==> config.mk <==
export PLATFORM = sky130hd
export DESIGN_NAME = periph_reg_arbiter
export DESIGN_NICKNAME = d
export VERILOG_FILES = /design/src/rtl/periph_reg_arbiter.sv
export SDC_FILE = /design/constraint.sdc
export NUM_CORES = 1
export LEC_CHECK = 0
export CAP_MARGIN = 20
export CORE_AREA = 2 2 165 86
export DETAILED_ROUTE_END_ITERATION = 7
export DIE_AREA = 0 0 167 88
export GPL_TIMING_DRIVEN = 0
export HOLD_SLACK_MARGIN = 0.12
export PLACE_DENSITY = 0.72
export SLEW_MARGIN = 20
export SYNTH_ARGS = -nofsm -noshare
export SYNTH_HDL_FRONTEND = slang
export SYNTH_SLANG_ARGS = --single-unit
==> constraint.sdc <==
create_clock -name clk -period 1.8 [get_ports clk]
set_input_delay 0.27 -clock clk [delete_from_list [all_inputs] [get_ports clk]]
set_output_delay 0.27 -clock clk [all_outputs]
set_load 0.005 [all_outputs]
==> src/rtl/periph_reg_arbiter.sv <==
`default_nettype none
// ----------------------------------------------------------------------------
// periph_reg_arbiter : round-robin host/DMA access to a bank of peripheral regs
// Rev 1.0
// ----------------------------------------------------------------------------
module periph_reg_arbiter #(
  parameter int REGS         = 3,
  parameter int ADDRESSWIDTH = $clog2(REGS)
) (
  input  logic                    clk,
  input  logic                    reset_n,
  input  logic [1:0]              req,
  input  logic [1:0]              we,
  input  logic [ADDRESSWIDTH-1:0] addr0,
  input  logic [ADDRESSWIDTH-1:0] addr1,
  input  logic [31:0]             wdata0,
  input  logic [31:0]             wdata1,
  output logic [1:0]              ack,
  output logic [31:0]             rdata,
  output logic                    err,
  output logic [REGS-1:0]         p_write_en,
  output logic [31:0]             p_data_in,
  input  logic [REGS*32-1:0]      p_data_out
);

  typedef enum logic [1:0] {
    IDLE   = 2'd0,
    ACCESS = 2'd1,
    RESP   = 2'd2
  } state_t;

  localparam logic [ADDRESSWIDTH:0] REGS_W = (ADDRESSWIDTH+1)'(REGS);

  state_t                  state;
  state_t                  state_nxt;
  logic                    last_grant;
  logic                    grant_nxt;
  logic                    lat_id;
  logic                    lat_we;
  logic [ADDRESSWIDTH-1:0] lat_addr;
  logic [31:0]             lat_wdata;
  logic                    in_range;
  logic                    wr_access;
  logic [31:0]             rd_mux;

  // Host wins a tie after reset because last_grant resets to the DMA side.
  always_comb begin
    grant_nxt = 1'b0;
    case (req)
      2'b01:   grant_nxt = 1'b0;
      2'b10:   grant_nxt = 1'b1;
      2'b11:   grant_nxt = ~last_grant;
      default: grant_nxt = 1'b0;
    endcase
  end

  assign in_range  = {1'b0, lat_addr} < REGS_W;
  assign wr_access = (state == ACCESS) && lat_we;
  assign p_data_in = wr_access ? lat_wdata : 32'd0;

  // Per-bit address decode keeps the strobe one-hot and silent when out of range.
  for (genvar k = 0; k < REGS; k++) begin : g_strobe
    assign p_write_en[k] = wr_access && (lat_addr == ADDRESSWIDTH'(k));
  end

  always_comb begin
    rd_mux = 32'd0;
    for (int k = 0; k < REGS; k++) begin
      if (lat_addr == ADDRESSWIDTH'(k)) rd_mux = p_data_out[32*k +: 32];
    end
  end

  always_ff @(posedge clk) begin
    if (!reset_n) state <= IDLE;
    else          state <= state_nxt;
  end

  always_comb begin
    state_nxt = state;
    ack       = 2'b00;
    err       = 1'b0;
    case (state)
      IDLE: begin
        if (req != 2'b00) state_nxt = ACCESS;
      end
      ACCESS: state_nxt = RESP;
      RESP: begin
        state_nxt   = IDLE;
        ack[lat_id] = 1'b1;
        err         = ~in_range;
      end
      default: state_nxt = IDLE;
    endcase
  end

  always_ff @(posedge clk) begin
    if (!reset_n) begin
      last_grant <= 1'b1;
      lat_id     <= 1'b0;
      lat_we     <= 1'b0;
      lat_addr   <= '0;
      lat_wdata  <= 32'd0;
      rdata      <= 32'd0;
    end else begin
      if (state == IDLE && req != 2'b00) begin
        last_grant <= grant_nxt;
        lat_id     <= grant_nxt;
        lat_we     <= we[grant_nxt];
        lat_addr   <= grant_nxt ? addr1 : addr0;
        lat_wdata  <= grant_nxt ? wdata1 : wdata0;
      end
      // Reads capture the register; any out-of-range access returns zero.
      if (state == ACCESS && (!lat_we || !in_range)) rdata <= rd_mux;
    end
  end

endmodule
`default_nettype wire

* After elaboration in Yosys (flattened, before gate mapping) *
Cells that the tools add are included.

cells by class
  $lt $le $gt $ge = 4
  equality and inequality tests = 7
  muxes and demuxes = 15
  bitwise logic cells = 2
  reductions and logical operators = 13

operators by type and width
  kind                                                                  count
  32-bit 2-to-1 mux                                                     5
  2-bit == test, second input constant                                  4
  1-bit logical AND                                                     7
  2-bit 2-to-1 mux                                                      3
  2-bit by 1-bit == test with 1-bit output, second input constant       2
  2-bit zero test                                                       2
  1-bit by 2-bit < comparator with 1-bit output, second input constant  2
  1-bit 2-to-1 mux                                                      4
  2-bit case mux with 2 select lines                                    1
  1-bit zero test                                                       2
  2-bit < comparator, second input constant                             1
  2-bit inequality test, second input constant                          1
  1-bit NOT                                                             2
  1-bit case mux with 2 select lines                                    1
  2-bit nonzero test                                                    1
  1-bit demux with 1-bit select                                         1
  1-bit greater-or-equal comparator, second input constant              1
  1-bit logical OR                                                      1

word-level totals
  register bits = 71
  bits of input ports = 170
  output and inout port bits = 70

* Depth between registers and ports, before layout *
  depth after elaboration = 5
  mapped depth = 6

* Least setup slack after synthesis *
Ideal clock, no wire load.

  path kind = reg-to-output
  from = reg state[0]
  to = out p_write_en[1]
  arrival = 1,172 ps
  setup slack = 358 ps
  stages on the path, launching flop included = 6
  path buffers = 3
  cell sequence = dfxtp_1 nor2b_1 clkbuf_1 buf_2 clkbuf_1 and3_1

between the ends
  longest elaborated chain between the ends = 3

ends and longest elaborated chain
  element                                   RTL line  text
  start: declaration                        34        state_t state;
  start signal: assignment                  75        else state <= state_nxt;
  2-bit by 1-bit == test with 1-bit output  58        assign wr_access = (state == ACCESS) && lat_we;
  1-bit logical AND                         58
  1-bit logical AND                         63        assign p_write_en[k] = wr_access && (lat_addr == ADDRESSWIDTH'(k));
  end: declaration                          21        output logic [REGS-1:0] p_write_en,

Every way passes these cells.

* Worst setup path in the final report *
  from = reg state[0]
  to = out p_data_in[19]

between the ends
  longest elaborated chain between the ends = 3

ends and longest elaborated chain
  element                                   RTL line  text
  2-bit by 1-bit == test with 1-bit output  58
  1-bit logical AND                         58
  32-bit 2-to-1 mux                         59        assign p_data_in = wr_access ? lat_wdata : 32'd0;
  end: declaration                          22        output logic [31:0] p_data_in,

Every way passes these cells.

==> flow_summary.toml <==
[clock_network]
cts_buffers = 9
tritoncts = "yes"
htreeDepth = 3
postCtsHoldBufs = 0
clk_pin_slew_ns = 0.06
cts_buffer_depth = 2
clkLatencyLatePin_ns = 0.33
clock-sinks = 71
cts_root_buf = "clkbuf_16"

[floorplan]
ioPinCount = 240
die_y_um = 88
chipWidth_um = 167
initial_core_util_pct = 29.70
coreArea_um2 = 13250
num_rows = 30
fp.dieArea_um2 = 14700

[detailed_routing]
drc = 0
ant_nets = 0
routed_wl_um = 16270
drtIter0Drc = 196
first_pass_iters = 4
vias = 4643
wl_per_cell_um = 18.18
vias_per_cell = 5.188

[status]
status = "complete, but fails checks"
failed_checks = "negative setup slack"

[sta]
rsz0062_at_grt = "yes"
max_freq_mhz = 545.3
finalSetupTns_ns = -0.3716
finalHoldViolations = 0
tightest_slew_ns = 0.5216
post-route-min-period_ns = 1.834
fin_hold_ws_ns = 0.3601
slew_viol_final = 0
finClkSkew_ns = 0.008432
setup_violations = 15
worst_slack_ns = -0.03400
slew_headroom_pct = 65.23
finalCritPeriodShare_pct = 101.9

[synthesis]
synthDistinctLibCells = 30
synthCells = 453
synth_simple_gate_area_share_pct = 19.49
synth.yosys.seq_area_share_pct = 36.12
syn_nets = 623
syn_avg_cell_area_um2 = 8.687
synth_seq_cells = 71
synth_compound_area_share_pct = 29.00
ys_warn_count = 0
syn_area_um2 = 3935
synth_top_family_by_area = "compound AO/OA/AOI/OAI gates"
synth_xor_area_share_pct = 0
synthAdderAreaFrac_pct = 0
synth_mux_area_share_pct = 8.140

[global_route]
grt_max_degree = 13
track_usage_pct = 21.65
grt_pass1_vias = 4660
gr-total-overflow = 0
grt_pass1_wl_um = 25100
antenna_found_initial = 0

[worst_setup_path]
slowest_stage = "dfxtp_2"
required_ns = 1.53
reg2reg_slack_ns = 0.09
cp_max_fo = 5
cp.arrival_ns = 1.56
end_kind = "primary output"
critical-path-max-stage-delay_ns = 0.32
critical_path_class = "flop to primary output"
path_cells = "nor2b_4 -> buf_6 -> buf_8 -> buf_4 -> buf_8 -> and3_4 -> buf_6"
cp-start-kind = "flop"

[placed_design]
place_congestion = 0.8690
port_buffers = 238
dp_hpwl_um = 12390
placed_area_um2 = 6538

[layout]
antenna_cells = 0
design_area_um2 = 7278
drive_gt1_share_pct = 19.33
n_fill_cell = 1165
area_growth_pct = 84.96
nets = 884
final_core_util_pct = 54.93

[worst_hold_path]
hold_path_class = "primary input to flop"

[flow_run]
cap_violations = 0

[pwr]
p_per_area_nw_per_um2 = 762.3
total_power_uw = 5548
ir_worst_vdd_uv = 412.7
p_leak_uw = 0.002879
-- flip-flops by register name (all words and copies together) (netlist names) --
name,count
lat_wdata,32
rdata,32
lat_addr,2
state,2
last_grant,1
lat_id,1
lat_we,1
-- synthesized netlist by cell type --
library cell  number  area [um^2]
nor2b_2            1        8.760
nor3b_1            1        7.510
or2_1              1        6.260
nor2_1             5        18.77
o221a_1           32        360.4
inv_2              1        3.750
o211ai_1          32        240.2
mux2i_1           32        320.3
inv_1              1        3.750
nor3_1             1        5.000
and3_1            34        212.7
a21bo_1            1        10.01
buf_1              2        7.510
o21a_1             1        7.510
clkbuf_1          35        131.4
a21boi_2           1        11.26
a21oi_1           36        180.2
nor2b_1            1        6.260
a21bo_4            1        16.27
buf_8              3        45.04
a211o_1            1        8.760
buf_2              9        45.04
nand2_1           73        274.0
buf_6              1        11.26
and2_4             1        8.760
nand2b_1           1        6.260
and2_1            34        212.7
dfxtp_1           71         1421
a311oi_1          35        306.5
buf_4              5        37.54
-- placed cells by master (no fill, tap or decap), types with 2 or more instances in the layout --
| cell | synthesis | layout |
|---|---|---|
| a21oi_1 | 36 | 36 |
| and3_4 | 0 | 22 |
| buf_4 | 5 | 11 |
| nor2b_4 | 0 | 2 |
| clkdlybuf4s50_1 | 0 | 200 |
| bufinv_16 | 0 | 2 |
| o211ai_1 | 32 | 32 |
| clkbuf_16 | 0 | 12 |
| clkbuf_8 | 0 | 4 |
| buf_6 | 1 | 28 |
| buf_2 | 9 | 20 |
| a311oi_1 | 35 | 33 |
| dlymetal6s2s_1 | 0 | 2 |
| nand2_1 | 73 | 72 |
| nor2_1 | 5 | 5 |
| and2_1 | 34 | 34 |
| o221a_1 | 32 | 32 |
| buf_8 | 3 | 10 |
| and3_1 | 34 | 12 |
| a311oi_2 | 0 | 2 |
| dfxtp_1 | 71 | 67 |
| clkbuf_2 | 0 | 13 |
| clkbuf_1 | 35 | 15 |
| dfxtp_2 | 0 | 4 |
| mux2i_1 | 32 | 32 |
-- stage by stage --
stage / setup WS (ns) / cells
5_1_grt: -0.1198 / 895
6_report: -0.03400 / 895
4_1_cts: -0.1007 / 896
3_3_place_gp: -0.6621 / 867
2_1_floorplan: 0.3580 / 453
3_5_place_dp: -0.6670 / 867
-- path summary, 6_finish.rpt --
| path | startpoint | end | depth (start not counted) |
|---|---|---|---|
| max | state[0] | p_data_in[19] | 7 |
| min | reset_n | rdata[1] | 2 |
| max reg2reg | lat_addr[1] | rdata[5] | 7 |
| min reg2reg | lat_wdata[8] | lat_wdata[8] | 2 |
-- area by class of cell --
cell class | count | area (um^2) | area share, %
timing repair buffer | 251 | 2469 | 33.92
multi-input combinational | 325 | 2384 | 32.75
sequential | 71 | 1426 | 19.60
buffer | 54 | 429.2 | 5.897
clock buffer | 12 | 266.5 | 3.662
tap | 176 | 220.2 | 3.026
clock inverter | 4 | 76.32 | 1.049
inverter | 2 | 7.507 | 0.1031
-- routing by layer --
layer	global-route usage, %	vias up	wire (um)
met2	34.08	204	7105
met4	4.467	0	106
met1	29.82	2208	7815
met5	0	-	0
met3	6.191	12	1240
li1	-	2219	-
-- critical path: cells and delay by family, from the launching register on --
family	cells	cell delay (ns)
buffers and inverters	5	0.62
DFF	1	0.32
and+or+nand+nor	2	0.30
-- report_power, final --
| group | internal [uW] | switching (uW) | total (uW) |
|---|---|---|---|
| Clock | 1330 | 702 | 2030 |
| Combinational | 948 | 709 | 1660 |
| Sequential | 1750 | 108 | 1860 |
| Total | 4030 | 1520 | 5550 |
-- cells by family after synthesis --
kind of cell	Yosys count
compound gates	140
buf+inv	57
flops	71
mux	32
simple gates	153
-- timing repair --
item / CTS / global route
cloned: 2 / 0
buffers inserted: 11 / 0
resized for setup: 224 / 41
endpoints found under the setup margin: 37 / 67
pin swaps: 9 / 0
hold endpoints to repair: 0 / 0
(Power assumes the default switching activity.)
